## src/rtl/ifb_pkg.sv

```systemverilog
// ifb_pkg: shared types and constants for the instruction fetch buffer.
//   XLEN / INSTR_W        address and instruction widths (32)
//   IFB_DEFAULT_RESET_PC  default first fetch address
//   NOP_INSTR             canonical RISC-V NOP (addi x0,x0,0) for benches
//   fetch_entry_t         one prefetch FIFO entry {pc, instr}
//   word_align()          clears address bits [1:0]
package ifb_pkg;

  localparam int XLEN    = 32;
  localparam int INSTR_W = 32;

  localparam logic [XLEN-1:0]    IFB_DEFAULT_RESET_PC = 32'h0000_0000;
  localparam logic [INSTR_W-1:0] NOP_INSTR            = 32'h0000_0013;

  typedef struct packed {
    logic [XLEN-1:0]    pc;
    logic [INSTR_W-1:0] instr;
  } fetch_entry_t;

  function automatic logic [XLEN-1:0] word_align(input logic [XLEN-1:0] addr);
    return addr & ~XLEN'(3);
  endfunction

endpackage

```

## src/rtl/ifb_fifo.sv

```systemverilog
// ifb_fifo: DEPTH-entry prefetch FIFO holding {pc, instr} pairs.
// The head entry is kept in its own register so the consumer sees a pure
// register output that only changes on pop, flush, or a push into an
// empty queue.
// Ports:
//   clk         clock, rising edge
//   reset       asynchronous active-low reset (clears storage and head)
//   flush       empty the FIFO this cycle; overrides push
//   push        write {push_pc, push_instr}; caller guarantees space
//   push_pc     PC of the pushed entry
//   push_instr  instruction of the pushed entry
//   pop         advance the head (ignored when empty)
//   count       occupancy 0..DEPTH
//   head_valid  FIFO not empty
//   head_pc     registered PC of the head entry
//   head_instr  registered instruction of the head entry
module ifb_fifo
  import ifb_pkg::*;
#(
  parameter int DEPTH = 4,
  localparam int PTR_W = $clog2(DEPTH),
  localparam int CNT_W = PTR_W + 1
) (
  input  logic               clk,
  input  logic               reset,
  input  logic               flush,
  input  logic               push,
  input  logic [XLEN-1:0]    push_pc,
  input  logic [INSTR_W-1:0] push_instr,
  input  logic               pop,
  output logic [CNT_W-1:0]   count,
  output logic               head_valid,
  output logic [XLEN-1:0]    head_pc,
  output logic [INSTR_W-1:0] head_instr
);

  fetch_entry_t     mem_reg [DEPTH];
  fetch_entry_t     head_reg, head_next, push_entry;
  logic [PTR_W-1:0] rd_ptr_reg, rd_ptr_next, wr_ptr_reg, wr_ptr_next;
  logic [CNT_W-1:0] count_reg, count_next, count_after_pop;
  logic             do_pop, do_push;
  logic [DEPTH-1:0] wr_en;

  assign push_entry      = '{pc: push_pc, instr: push_instr};
  assign do_pop          = pop && (count_reg != '0);
  assign do_push         = push && !flush;
  assign count_after_pop = count_reg - CNT_W'(do_pop);
  assign rd_ptr_next     = rd_ptr_reg + PTR_W'(do_pop);

  // One write enable per storage slot.
  for (genvar gi = 0; gi < DEPTH; gi++) begin : g_wr_en
    assign wr_en[gi] = do_push && (wr_ptr_reg == PTR_W'(gi));
  end

  always_ff @(posedge clk or negedge reset) begin
    if (!reset) begin
      for (int i = 0; i < DEPTH; i++) mem_reg[i] <= '0;
    end else begin
      for (int i = 0; i < DEPTH; i++) begin
        if (wr_en[i]) mem_reg[i] <= push_entry;
      end
    end
  end

  always_comb begin
    wr_ptr_next = wr_ptr_reg + PTR_W'(do_push);
    count_next  = count_after_pop + CNT_W'(do_push);
    head_next   = head_reg;
    if (flush) begin
      wr_ptr_next = '0;
      count_next  = '0;
      head_next   = '0;
    end else if (do_push && count_after_pop == '0) begin
      // Queue is (or becomes) empty: the incoming word goes straight to the head.
      head_next = push_entry;
    end else if (do_pop) begin
      // With entries left after the pop, the next head is already in storage
      // and is never the slot being written this cycle.
      head_next = mem_reg[rd_ptr_next];
    end
  end

  always_ff @(posedge clk or negedge reset) begin
    if (!reset) begin
      rd_ptr_reg <= '0;
      wr_ptr_reg <= '0;
      count_reg  <= '0;
      head_reg   <= '0;
    end else begin
      rd_ptr_reg <= flush ? '0 : rd_ptr_next;
      wr_ptr_reg <= wr_ptr_next;
      count_reg  <= count_next;
      head_reg   <= head_next;
    end
  end

  assign count      = count_reg;
  assign head_valid = (count_reg != '0);
  assign head_pc    = head_reg.pc;
  assign head_instr = head_reg.instr;

endmodule

```

## src/rtl/instr_fetch_buffer.sv

```systemverilog
// instr_fetch_buffer: RISC-V fetch stage. Owns the fetch PC, issues one word
// read per cycle to a 1-cycle synchronous instruction memory while credits
// allow, and queues returned words in ifb_fifo for decode (valid/ready).
// A redirect flushes the queue, drops any returning word and restarts fetch.
// Optional feature macro: IFB_PERF_EN enables the saturating fetch-bubble
// counter; otherwise perf_bubble_cnt is tied to 0.
// Ports:
//   clk              clock, rising edge
//   reset            asynchronous active-low reset
//   imem_req_valid   read request this cycle (always accepted)
//   imem_addr        word-aligned request address (= fetch PC)
//   imem_rdata       instruction word, valid 1 cycle after the request
//   dec_valid        head entry available
//   dec_ready        decode accepts the head entry
//   dec_instr        head instruction (registered)
//   dec_pc           head PC (registered)
//   redirect_valid   flush and restart fetch at redirect_pc
//   redirect_pc      restart target, bits [1:0] ignored
//   perf_bubble_cnt  cycles with decode ready but nothing to offer
module instr_fetch_buffer
  import ifb_pkg::*;
#(
  parameter int          DEPTH    = 4,
  parameter logic [31:0] RESET_PC = IFB_DEFAULT_RESET_PC
) (
  input  logic        clk,
  input  logic        reset,
  output logic        imem_req_valid,
  output logic [31:0] imem_addr,
  input  logic [31:0] imem_rdata,
  output logic        dec_valid,
  input  logic        dec_ready,
  output logic [31:0] dec_instr,
  output logic [31:0] dec_pc,
  input  logic        redirect_valid,
  input  logic [31:0] redirect_pc,
  output logic [31:0] perf_bubble_cnt
);

  localparam int CNT_W = $clog2(DEPTH) + 1;

  logic [31:0]      fetch_pc_reg, fetch_pc_next;
  logic [31:0]      inflight_pc_reg, inflight_pc_next;
  logic             inflight_reg, inflight_next;
  logic [CNT_W-1:0] fifo_count;
  logic [CNT_W:0]   credits_used;
  logic             issue, dec_fire;

  // A read is only issued when its response is guaranteed a FIFO slot,
  // counting the word already in flight. Pops this cycle are not credited.
  assign credits_used = {1'b0, fifo_count} + (CNT_W+1)'(inflight_reg);
  assign issue        = reset && !redirect_valid
                        && (credits_used < (CNT_W+1)'(DEPTH));

  assign imem_req_valid = issue;
  assign imem_addr      = fetch_pc_reg;
  assign dec_fire       = dec_valid && dec_ready;

  always_comb begin
    fetch_pc_next    = fetch_pc_reg;
    inflight_pc_next = inflight_pc_reg;
    inflight_next    = issue;
    if (redirect_valid) begin
      fetch_pc_next = word_align(redirect_pc);
    end else if (issue) begin
      fetch_pc_next    = fetch_pc_reg + 32'd4;  // wraps FFFF_FFFC -> 0
      inflight_pc_next = fetch_pc_reg;
    end
  end

  always_ff @(posedge clk or negedge reset) begin
    if (!reset) begin
      fetch_pc_reg    <= word_align(RESET_PC);
      inflight_reg    <= 1'b0;
      inflight_pc_reg <= '0;
    end else begin
      fetch_pc_reg    <= fetch_pc_next;
      inflight_reg    <= inflight_next;
      inflight_pc_reg <= inflight_pc_next;
    end
  end

  // Response word is pushed in the cycle it arrives; redirect flushes it.
  ifb_fifo #(
    .DEPTH(DEPTH)
  ) u_fifo (
    .clk        (clk),
    .reset      (reset),
    .flush      (redirect_valid),
    .push       (inflight_reg),
    .push_pc    (inflight_pc_reg),
    .push_instr (imem_rdata),
    .pop        (dec_fire),
    .count      (fifo_count),
    .head_valid (dec_valid),
    .head_pc    (dec_pc),
    .head_instr (dec_instr)
  );

`ifdef IFB_PERF_EN
  logic [31:0] bubble_cnt_reg;

  always_ff @(posedge clk or negedge reset) begin
    if (!reset) begin
      bubble_cnt_reg <= '0;
    end else if (dec_ready && !dec_valid && (bubble_cnt_reg != '1)) begin
      bubble_cnt_reg <= bubble_cnt_reg + 32'd1;
    end
  end

  assign perf_bubble_cnt = bubble_cnt_reg;
`else
  assign perf_bubble_cnt = '0;
`endif

endmodule

```

## config.mk

```make
export PLATFORM = sky130hd
export DESIGN_NAME = instr_fetch_buffer
export DESIGN_NICKNAME = d
export VERILOG_FILES = /design/src/rtl/ifb_pkg.sv /design/src/rtl/ifb_fifo.sv /design/src/rtl/instr_fetch_buffer.sv
export SDC_FILE = /design/constraint.sdc
export NUM_CORES = 1
export LEC_CHECK = 0
export CAP_MARGIN = 20
export CORE_ASPECT_RATIO = 1.1
export CORE_MARGIN = 3
export CORE_UTILIZATION = 51
export DETAILED_ROUTE_END_ITERATION = 10
export GPL_TIMING_DRIVEN = 0
export PLACE_DENSITY = 0.76
export SETUP_SLACK_MARGIN = 0.1
export SLEW_MARGIN = 25
export SYNTH_ARGS = -nofsm -noshare
export SYNTH_HDL_FRONTEND = slang
export SYNTH_SLANG_ARGS = --single-unit
```

## constraint.sdc

```tcl
create_clock -name clk -period 2.9 [get_ports clk]
set_clock_uncertainty 0.2 [all_clocks]
set_input_delay 0.725 -clock clk [delete_from_list [all_inputs] [get_ports clk]]
set_output_delay 0.725 -clock clk [all_outputs]
set_load 0.01 [all_outputs]
```

==> metrics.md <==
| Metric | Value |
|---|---|
| Status | completed |
| Critical path arrival | ~1800 ps |
| P per Cell Area | just over 800 nW/um^2 |
| Slowest stage delay, CP | 450 ps |
| Syn avg cell area | 12.8 sq um |
| Slew @ Worst Pin | 931 ps |
| Final Util | between 60% and 70% |
| Vias in the first global route | 12796 |
| Final Hold Violating Endpoints | 0 |
| Ys async rst share | 100% |
| Kind of critical path | reg2out |
| #FFs+latches synth | 379 |
| Min cycle time layout | 2730 ps |
| Top-count cell post-synth | dfrtp_1 |
| Setup TNS | 0 ps |
| Core ar. | 33500 sq um |
| Final wirelength | 45.2 mm |
| Synth top cells by count | dfrtp_1 (379), mux2_2 (248), nand2_1 (246), nor2_1 (82), mux4_2 (62) |
| Gate power share | 27.0% |
| Maximum net fanout on the critical path | 11 |
| CP top delay family | buffers and inverters |
| Largest net degree at the start of global routing | 97 |
| Layout cells sized above 1 | 33.0% |
| CTS root buf | clkbuf_16 |
| Initial DRC count | 846 |
| Clk slew on worst S/H paths | 60 ps |
| Synth Cell Area | 17500 sq um |
| Setup violators final | 0 |
| R2r endpoint | u_fifo.head_instr[5] |
| Row cnt | 70 |
| RSZ-0062 raised after global routing | yes |
| Clk_lat worst skew | 530 ps |
| Top-area cell type share of the netlist area | 54.1% |
| CP max-delay cell | dfrtp_2 |
| Switching pwr | approximately 5.3 mW |
| Critical path data required time | 1980 ps |
| Hold slack | about 43 ps |
| Worst setup endpoint | imem_req_valid |
| Post-synth EDFFs | 0 |
| Fin cells | 2080 |
| DR vias | ~12000 |
| Most used DFF post-synth | dfrtp_1 |
| Remaining antenna violation count | 0 |
| Die Ht | 200 microns |
| Antenna Cells | 0 |
| Clk network pwr share | 30.2% |
| Pleak | 9.76 nW |
| Area contributors post-synth | dfrtp_1 (54%), mux2_2 (16%), mux4_2 (8.0%), nand2_1 (5.3%), a311oi_2 (4.3%) |
| Sw Share | 30.5% |
| TritonCTS clock tree | done |
| Most used cell, CP | buf_6 |
| CTS sink count | 379 |
| Unique cell type count in the Yosys netlist | 46 |
| Critical Path End Type | output pin |
| Pins over their slew limit | 0 |
| Yosys top cell by area | dfrtp_1 |
| Share of the yosys chip area belonging to registers | 54.1% |
| Wire length per cell | about 22 microns |
| Vias/cell | between 5 and 6 |
| Max FFs per register | 248 |
| P&R area growth vs syn | 23.2% |
| Hold Path Class | in2async |
| PortBufs | 160 |
| Internal Pwr Total | 12.1 mW |
| Number of buffers and inverters on the critical path | 4 |
| Global-route wire length before repair | 71.7 mm |
| Initial core utilization | 52.3% |
| CP Depth | 6 |
| Seq pwr share | 42.8% |
| Peak VDD IR | just over 0.4 mV |
| Placed insts | 1995 |
| Worst-path cell chain | nand3_1, nand3_4, inv_4, buf_6, buf_6, clkbuf_2 |
| GR Overflow Total | 0 |
| Fmax achieved | 366 MHz |
| Max-cap violations | 0 |
| DIE AREA | 36700 sq um |
| IO Count | between 150 and 200 |
| Chip width | 183 microns |
| Setup crit start | u_fifo.count[0] |
| Slew margin rel. | 37.3% |
| Synth warn | 0 |
| Layout Nets | 1690 |
| Pwr Total | 17.4 mW |
| Initial antenna violation count | 0 |
| Gr usage total | roughly 25% |
| DRC Markers | 0 |
| Max clock buf depth | 3 |
| Mapped Cells | 1366 |
| Reg2Reg Setup Slack | about 240 ps |
| Worst Setup Start Kind | register |
| Routability cong. | 0.898 |
| Htree depth | 2 |
| HPWL after DPL | 30.0 mm |
| Final Cycle Share | 94.2% |
| Clock buffer count from CTS | 40 |
| RR Startpoint | u_fifo.count[1] |
| Drt first pass iters | 5 |
| Worst reg2reg path depth | 10 |
[layout by cell type (no fill, tap or decap), types with 6 or more instances in the layout]
| cell type | instances |
|---|---|
| clkdlybuf4s50_1 | 156 |
| conb_1 | 34 |
| clkbuf_2 | 7 |
| nand2_1 | 246 |
| a311oi_1 | 12 |
| clkinv_2 | 10 |
| o211ai_1 | 8 |
| buf_4 | 41 |
| nand4_1 | 10 |
| nand3_1 | 20 |
| a21oi_1 | 9 |
| a221o_1 | 7 |
| dfrtp_1 | 376 |
| mux2_2 | 248 |
| buf_2 | 34 |
| nor2_1 | 77 |
| o21ai_0 | 21 |
| buf_8 | 6 |
| nor2b_1 | 10 |
| a311oi_2 | 50 |
| clkbuf_8 | 10 |
| clkbuf_1 | 46 |
| clkbuf_16 | 42 |
| mux4_2 | 62 |
[per-stage QoR]
| stage | instance area [sq um] | worst slack [ps] |
|---|---|---|
| floorplan | 17700 | 112 |
| global placement | 19800 | -18700 |
| detailed placement | 20000 | -1750 |
| CTS | 21600 | 48.0 |
| global route | 21600 | 91.0 |
| finish | 21600 | 168 |
[timing repair]
action	4_1_cts	5_1_grt
endpoints found under the hold margin	44	0
pin swaps	2	1
gates resized for setup	33	11
hold buffers	3	0
buffers inserted	5	1
endpoints found under the setup margin	112	177
gates cloned	4	0
[layer usage]
layer	global-route usage, %	share of wire, %	vias to the layer above
li1	-	-	5357
met1	33.6	42	6290
met2	40.7	49	442
met3	4.62	6.5	81
met4	7.51	2.8	0
met5	0	0	-
[cell families (layout without fill, tap and decap cells)]
| logic type | count (synthesis) | count (layout) | synth area share (%) |
|---|---|---|---|
| AND/OR/NAND/NOR | 403 | 403 | 9.77 |
| buffers and inverters | 136 | 385 | 4.15 |
| XOR/XNOR | 6 | 6 | 0.300 |
| flip-flops | 379 | 379 | 54.1 |
| adder cells (fa/ha/maj) | 5 | 5 | 0.357 |
| AO/OA/AOI/OAI | 122 | 122 | 7.21 |
| other | 1 | 34 | 0.0214 |
| multiplexers | 314 | 314 | 24.1 |
[layout make-up]
class	count	area (sq um)
repair buffers	177	1920
clock inverters	14	156
flip-flops and latches	379	9490
clock buffers	59	1210
fillers	2514	11900
multi-input cells	884	7480
plain buffers	129	781
well taps	432	541
inverters	6	25.0
[worst register-to-register path, stage by stage, from the launching register on]
cell,delay [ps]
dfrtp_2,440
o31ai_4,310
buf_8,150
nor2_1,40
ha_1,190
xor2_1,180
or3_1,330
buf_6,170
clkbuf_2,230
nor2_1,180
a311oi_2,60
[power by group through the flow]
stage	Clock [mW]	Sequential (mW)	Combinational, mW
5_1_grt	5.57	7.60	5.11
6_report	5.26	7.45	4.71
4_1_cts	5.33	7.43	4.73
2_1_floorplan	0	7.28	2.92
3_3_place_gp	0	7.44	4.50
3_5_place_dp	0	7.50	4.63
[worst min-delay path by stage]
stage / startpoint / cells after the start / endpoint / slack, ps
final: reset / 2 / u_fifo.mem_reg[93] / 40
after global routing: reset / 2 / u_fifo.mem_reg[157] / 70
after CTS: reset / 2 / u_fifo.head_pc[13] / 80
after detailed placement: u_fifo.mem_reg[43] / 1 / u_fifo.mem_reg[43] / 290
after global placement: u_fifo.mem_reg[4] / 1 / u_fifo.mem_reg[4] / 280
after floorplan: reset / 0 / imem_addr[10] / 230
Note: power is estimated with default switching activity, not from simulation.
